--- src/rtl/register_file_sb.sv ---
// DEPTH x W register file with two async read ports, one sync write port and a busy scoreboard.
// Define RF_BYPASS_EN for a same-cycle write-to-read bypass on both read ports.
module register_file_sb #(
  parameter int unsigned W       = 32,
  parameter int unsigned DEPTH   = 16,
  parameter bit          ZERO_R0 = 1'b0,
  localparam int unsigned AW     = $clog2(DEPTH)
) (
  input  logic          clock,
  input  logic          reset,
  input  logic          we,
  input  logic [AW-1:0] wr_addr,
  input  logic [W-1:0]  wr_data,
  input  logic [AW-1:0] rs1,
  input  logic [AW-1:0] rs2,
  output logic [W-1:0]  out1,
  output logic [W-1:0]  out2,
  input  logic          rsv_en,
  input  logic [AW-1:0] rsv_addr,
  output logic          busy1,
  output logic          busy2,
  output logic [AW:0]   busy_cnt
);

  localparam logic [AW:0] DepthW = (AW + 1)'(DEPTH);

  logic [W-1:0]     regs_q [DEPTH];
  logic [DEPTH-1:0] busy_q;
  logic [AW:0]      cnt_q;

  logic wr_ok, rsv_ok, rd1_ok, rd2_ok;
  logic set_new, clr_new;

  // Address names a real register that is not the hardwired zero.
  function automatic logic addr_ok(logic [AW-1:0] a);
    return ({1'b0, a} < DepthW) && !(ZERO_R0 && (a == '0));
  endfunction

  assign wr_ok  = we && addr_ok(wr_addr);
  assign rsv_ok = rsv_en && addr_ok(rsv_addr);
  assign rd1_ok = addr_ok(rs1);
  assign rd2_ok = addr_ok(rs2);

  // A same-address reservation overrides the write-back's clear.
  assign set_new = rsv_ok && !busy_q[rsv_addr];
  assign clr_new = wr_ok && busy_q[wr_addr] && !(rsv_ok && (rsv_addr == wr_addr));

  always_ff @(posedge clock or posedge reset) begin
    if (reset) begin
      for (int i = 0; i < int'(DEPTH); i++) begin
        regs_q[i] <= '0;
      end
      busy_q <= '0;
      cnt_q  <= '0;
    end else begin
      if (wr_ok) begin
        regs_q[wr_addr] <= wr_data;
        busy_q[wr_addr] <= 1'b0;
      end
      if (rsv_ok) begin
        busy_q[rsv_addr] <= 1'b1;
      end
      cnt_q <= cnt_q + (AW + 1)'(set_new) - (AW + 1)'(clr_new);
    end
  end

  always_comb begin
    out1  = '0;
    busy1 = 1'b0;
    if (rd1_ok) begin
      out1  = regs_q[rs1];
      busy1 = busy_q[rs1];
    end
`ifdef RF_BYPASS_EN
    if (wr_ok && (wr_addr == rs1)) begin
      out1  = wr_data;
      busy1 = rsv_ok && (rsv_addr == rs1);
    end
`endif
  end

  always_comb begin
    out2  = '0;
    busy2 = 1'b0;
    if (rd2_ok) begin
      out2  = regs_q[rs2];
      busy2 = busy_q[rs2];
    end
`ifdef RF_BYPASS_EN
    if (wr_ok && (wr_addr == rs2)) begin
      out2  = wr_data;
      busy2 = rsv_ok && (rsv_addr == rs2);
    end
`endif
  end

  assign busy_cnt = cnt_q;

endmodule

--- config.mk ---
export PLATFORM = sky130hd
export DESIGN_NAME = register_file_sb
export DESIGN_NICKNAME = d
export VERILOG_FILES = /design/src/rtl/register_file_sb.sv
export SDC_FILE = /design/constraint.sdc
export NUM_CORES = 1
export LEC_CHECK = 0
export ABC_AREA = 1
export BUFFER_PORTS_ARGS = -buffer_cell sky130_fd_sc_hd__buf_2
export CORE_AREA = 3 3 275 277
export CTS_CLUSTER_DIAMETER = 60
export CTS_CLUSTER_SIZE = 8
export DETAILED_ROUTE_END_ITERATION = 7
export DIE_AREA = 0 0 278 280
export SLEW_MARGIN = 10
export SYNTH_ARGS = -nofsm -noshare
export SYNTH_HDL_FRONTEND = slang
export SYNTH_SLANG_ARGS = --single-unit
export TNS_END_PERCENT = 30
--- constraint.sdc ---
create_clock -name clock -period 15.55 [get_ports clock]
set_input_delay 0.7775 -clock clock [delete_from_list [all_inputs] [get_ports clock]]
set_output_delay 0.7775 -clock clock [all_outputs]
set_load 0.01 [all_outputs]
==> qor.yml, run 1 <==
global_routing:
  grt_pass1_wl_um: 154000
  antenna_found_initial: 14
  overflow: 0
  grt_pass1_vias: 24700
  grt_max_degree: 259
  grtUsageTotal: 0.254
synth:
  yosysTopAreaCell: "dfrtp_1"
  synth-xor-area-share: 0.00120
  synth_edf_count: 0
  synth_mux_area_frac: 0
  synth_ff_type: "dfrtp_1"
  synth-adder-area-share: 0.00282
  ys_async_sr_fraction: 1.00
  synth_nets: 3985
  yosys_register_bits: 533
  synth_top_area_share: 0.455
  ys_seq_area_frac: 0.455
  synth_area_um2: 29300
  yosysWarnings: 0
  synth_area_leaders: "dfrtp_1 (46%), o21ai_0 (11%), nand2_1 (10%), o211ai_1 (7.4%), nand3_1 (6.9%)"
  synth_cell_types: 25
  synth-simple-area-share: 0.194
  synth_top_family_by_area: "compound AO/OA/AOI/OAI gates"
  synthesis.instances: 3927
  synth_compound_area_frac: 0.249
  synth.avg_cell_area_um2: 7.46
drt:
  route.detailed.drc: 0
  via_per_inst: 5.64
  drt-wirelength-per-cell_um: 21.0
  wl_um: 101000
  ant_nets: 0
  drt_iter0_drc: 2937
  vias: 26900
  first_pass_iters: 7
worst_setup_path:
  worstPathRequired_ns: 14.77
  cp-end-kind: "primary output"
  path_class: "primary input to primary output"
  reg2reg_depth: 15
  startpoint_type: "primary input"
  crit_arrival_ns: 4.12
  worstPathMaxFanout: 258
min_path:
  hp-class: "primary input to async pin"
placement:
  hpwlAfterDp_um: 54000
  dp.cells: 4687
  placed_area_um2: 30000
  gp_congestion: 0.851
  port_buffers: 122
flow_run:
  maxCapViolations: 0
power:
  peakVddDrop_uv: 84.8
  p_leak_nw: 14.1
  p_per_area_nw_per_um2: 135
  power_w: 0.00432
cells_and_area:
  fin_cells: 4777
  area_growth_pct: 9.30
  final-seq-area_um2: 13300
  layout-drive-gt1-share: 0.0711
  mostFrequentLayoutCells: "nand2_1 (815), o21ai_0 (636), dfrtp_1 (533)"
  multiInputGateArea_um2: 13200
  fin_nets: 3864
  nFillCells: 7438
  fin_area_um2: 32000
  final_common_cell: "nand2_1"
clocking:
  clock-sinks: 533
  clk_latency_ns: 0.60
  post_cts_resized: 0
  cts_max_level: 3
  post_cts_buffers: 0
  clock_path_buffers: 3
  cts_tree: "done"
  cts_hold_buf: 0
  clockRootBuffer: "clkbuf_16"
  cts_buffers: 76
  clk_pin_slew_worst_paths_ns: 0.05
floorplanning:
  die_h_um: 280
  start_util: 0.401
  design.die.area_um2: 77800
  placement_rows: 99
  die_w_um: 278
  coreArea_um2: 73100
  pin_count: 123
sta:
  skew_ns: 0.00607
  whs_ns: 0.343
  tightest_slew_ns: 1.10
  fin_crit_sh: 0.315
  totalNegativeSetupSlack_ns: 0
  relSlewSlack: 0.265
  rsz0062_at_grt: "false"
  max_freq_mhz: 204
  layout_min_cycle_time_ns: 4.90
  slew_violations: 0
  setup_viol: 0
  final_hold_viol_count: 0
run_status:
  status: "complete, no violations"
==> layer usage <==
layer,GRT usage,part of all wire,vias up
met5,0,0,-
met3,0.0481,0.084,172
met2,0.394,0.44,1144
met4,0.0768,0.029,0
met1,0.362,0.45,12600
li1,-,-,13000
==> layout make-up <==
| type | instances | area share |
|---|---|---|
| well taps | 959 | 0.0375 |
| clock buffers | 79 | 0.0617 |
| repair buffers | 161 | 0.0307 |
| inverters | 334 | 0.0394 |
| diodes | 6 | 0.000469 |
| flip-flops and latches | 533 | 0.417 |
| multi-input cells | 2700 | 0.412 |
| clock inverters | 5 | 0.00160 |
==> state kept, by name, summed over array words and instances (netlist names) <==
register	cells
busy_cnt	5
busy_q	16
regs_q	512
==> worst paths after layout <==
| kind | start | to | slack [ns] |
|---|---|---|---|
| max | rs2[0] | out2[8] | 10.65 |
| min | reset | regs_q[452] | 0.34 |
| max reg2reg | busy_q[3] | busy_cnt[4] | 13.11 |
| min reg2reg | regs_q[224] | regs_q[224] | 0.50 |
| max in group asynchronous | reset | regs_q[297] | 12.92 |
| min in group clock | regs_q[224] | regs_q[224] | 0.50 |
==> logic make-up after synthesis <==
kind of cell | count (synthesis)
AND/OR/NAND/NOR | 1379
flip-flops | 533
AO/OA/AOI/OAI | 1311
buffers and inverters | 694
adder cells (fa/ha/maj) | 6
XOR/XNOR | 4
==> worst max-delay path, cell delays in order <==
cell	delay, ns
buf_8	0.63
buf_12	0.77
buf_4	0.88
o211ai_1	0.22
nand3_1	0.14
nand3_1	0.08
nand2_1	0.21
buf_2	0.18
==> synthesized netlist by cell type, types with 7 or more instances <==
master,instances
inv_1,327
nand3_1,401
dfrtp_1,533
buf_4,12
o211ai_1,288
a21oi_1,373
o21ai_0,636
buf_2,146
nand2_1,815
nor2_1,159
clkbuf_1,161
o22ai_1,13
inv_2,7
buf_1,39
==> where the power goes <==
part | switching, W | total, W | internal (W)
Sequential | 0.000168 | 0.00188 | 0.00171
Combinational | 0.000616 | 0.000948 | 0.000332
Clock | 0.000604 | 0.00150 | 0.000891
Total | 0.00139 | 0.00432 | 0.00294
==> per-stage QoR <==
step	utilization	worst slack, ns
finish	0.438	10.65
global route	0.438	10.37
CTS	0.438	10.73
detailed placement	0.410	10.73
global placement	0.410	10.77
floorplan	-	7.53
No activity file was read; power rests on OpenSTA's default activity.
==> run 2, diff against run 1 <==
==> constraint.sdc (replaced) <==
create_clock -name clock -period 4 [get_ports clock]
set_input_delay 0.2 -clock clock [delete_from_list [all_inputs] [get_ports clock]]
set_output_delay 0.2 -clock clock [all_outputs]
set_load 0.01 [all_outputs]
==> run 2 against run 1 <==
Effect of this change: die area unchanged; cell count increased by 1.3%; clock power increased to 3.9 times the previous value; combinational power increased to 4.0 times the previous value; setup slack got worse by 9.2 ns; sequential power increased to 3.9 times the previous value; routed wire length increased by 2.4%; flip-flop and latch count unchanged; critical path type unchanged; largest cell class unchanged; largest power group unchanged.
==> qor.yml, run 2 (synthesis gave the netlist of run 1 again) <==
cells_and_area:
  fin_nets: 3924
  fin_area_um2: 32800
  largest_reg_flops: 512
  mostFrequentLayoutCells: "nand2_1 (815), o21ai_0 (636), dfrtp_1 (533)"
  layout-drive-gt1-share: 0.0771
  area_growth_pct: 12.1
  top_register: "regs_q"
  nFillCells: 7370
  final_common_cell: "nand2_1"
clocking:
  post_cts_resized: 0
  clk_latency_ns: 0.61
  clock_path_buffers: 3
  clockRootBuffer: "clkbuf_16"
  clk_pin_slew_worst_paths_ns: 0.05
  cts_tree: "done"
  cts_max_level: 3
  clock-sinks: 533
  post_cts_buffers: 0
  cts_buffers: 77
min_path:
  hold-path-endpoint: "busy_q[3]"
  hp-class: "primary input to register"
  worstHoldStart: "rsv_addr[2]"
  min_path_cells: 4
placement:
  placed_area_um2: 30400
  hpwlAfterDp_um: 58200
  port_buffers: 122
  gp_congestion: 0.891
drt:
  drt-wirelength-per-cell_um: 21.3
  via_per_inst: 5.67
  drt_iter0_drc: 3099
  vias: 27500
  first_pass_iters: 5
  ant_nets: 0
  wl_um: 103000
  route.detailed.drc: 0
floorplanning:
  die_h_um: 280
  design.die.area_um2: 77800
  coreArea_um2: 73100
  pin_count: 123
  placement_rows: 99
  die_w_um: 278
  start_util: 0.401
global_routing:
  antenna_found_initial: 7
  grt_pass1_wl_um: 159000
  grt_max_degree: 142
  grt_pass1_vias: 25700
  overflow: 0
  grtUsageTotal: 0.262
sta:
  final_hold_viol_count: 0
  max_freq_mhz: 394
  rsz0062_at_grt: "false"
  fin_crit_sh: 0.634
  tightest_slew_ns: 1.14
  whs_ns: 0.0474
  relSlewSlack: 0.237
  layout_min_cycle_time_ns: 2.54
  setup_viol: 0
  slew_violations: 0
  skew_ns: 0.00547
worst_setup_path:
  reg2reg_to: "busy_cnt[4]"
  crit_arrival_ns: 2.34
  cp-end-kind: "primary output"
  slowest_delay_ns: 0.56
  crit_top_cell: "nand3_1"
  reg2reg_from: "busy_q[0]"
  path_class: "primary input to primary output"
  startpoint_type: "primary input"
  r2r_slack_ns: 1.61
  crit_chain: "buf_4 -> clkinv_2 -> buf_12 -> nand3_1 -> nand3_1 -> nand2_1 -> buf_2"
  worstPathRequired_ns: 3.80
  worstSetupStartpoint: "rs1[2]"
  worstPathMaxFanout: 48
  slowest_stage: "clkinv_2"
  reg2reg_depth: 15
power:
  peakVddDrop_uv: 315
  p_leak_nw: 14.5
  p_per_area_nw_per_um2: 517
  power_w: 0.0170
run_status:
  status: "complete, no violations"
flow_run:
  maxCapViolations: 0
run 2: worst max-delay path by stage:
| stage | endpoint | slack [ns] | cells past startpoint |
|---|---|---|---|
| 6_report | out1[28] | 1.46 | 7 |
| 5_1_grt | out2[15] | 1.43 | 7 |
| 4_1_cts | out1[28] | 1.58 | 7 |
| 3_5_place_dp | busy_cnt[4] | 1.55 | 17 |
| 3_3_place_gp | busy_cnt[4] | 1.50 | 17 |
| 2_1_floorplan | busy_cnt[0] | -3.45 | 1 |
run 2: repair_timing:
action / 4_1_cts / 5_1_grt
hold endpoints to repair: 263 / 0
hold buffers: 33 / 0
endpoints found under the setup margin: 0 / 0
run 2: layer usage:
metal | vias up | part of all wire | GRT usage | wire length (um)
li1 | 13100 | - | - | -
met1 | 13000 | 0.45 | 0.373 | 45900
met2 | 1167 | 0.45 | 0.418 | 46400
met3 | 168 | 0.080 | 0.0438 | 8230
met4 | 0 | 0.023 | 0.0661 | 2380
met5 | - | 0 | 0 | 0
run 2: final cells by class:
class / instances / area [um2] / area share
multi-input cells: 2700 / 13200 / 0.402
clock buffers: 84 / 1960 / 0.0598
flip-flops and latches: 533 / 13300 / 0.406
diodes: 2 / 5.00 / 0.000152
inverters: 334 / 1260 / 0.0384
repair buffers: 220 / 1760 / 0.0536
well taps: 959 / 1200 / 0.0366
clock inverters: 8 / 108 / 0.00328
run 2: where the power goes:
part | internal, W | switching (W) | leakage (nW)
logic | 0.00135 | 0.00244 | 7.09
clock network | 0.00345 | 0.00244 | 1.01
registers | 0.00666 | 0.000644 | 6.38
total | 0.0115 | 0.00552 | 14.5
run 2: critical path, delay by kind of cell:
family	cells	cell delay (ns)
simple gates	3	0.49
buf+inv	4	1.59
run 2: per-stage QoR:
step	instances	TNS (ns)	utilization	setup WS (ns)
final	4840	0	0.449	1.46
after global placement	4713	0	0.416	1.50
after floorplan	3927	-1836.75	-	-3.45
after CTS	4838	0	0.449	1.58
after global routing	4839	0	0.449	1.43
after detailed placement	4713	0	0.416	1.55
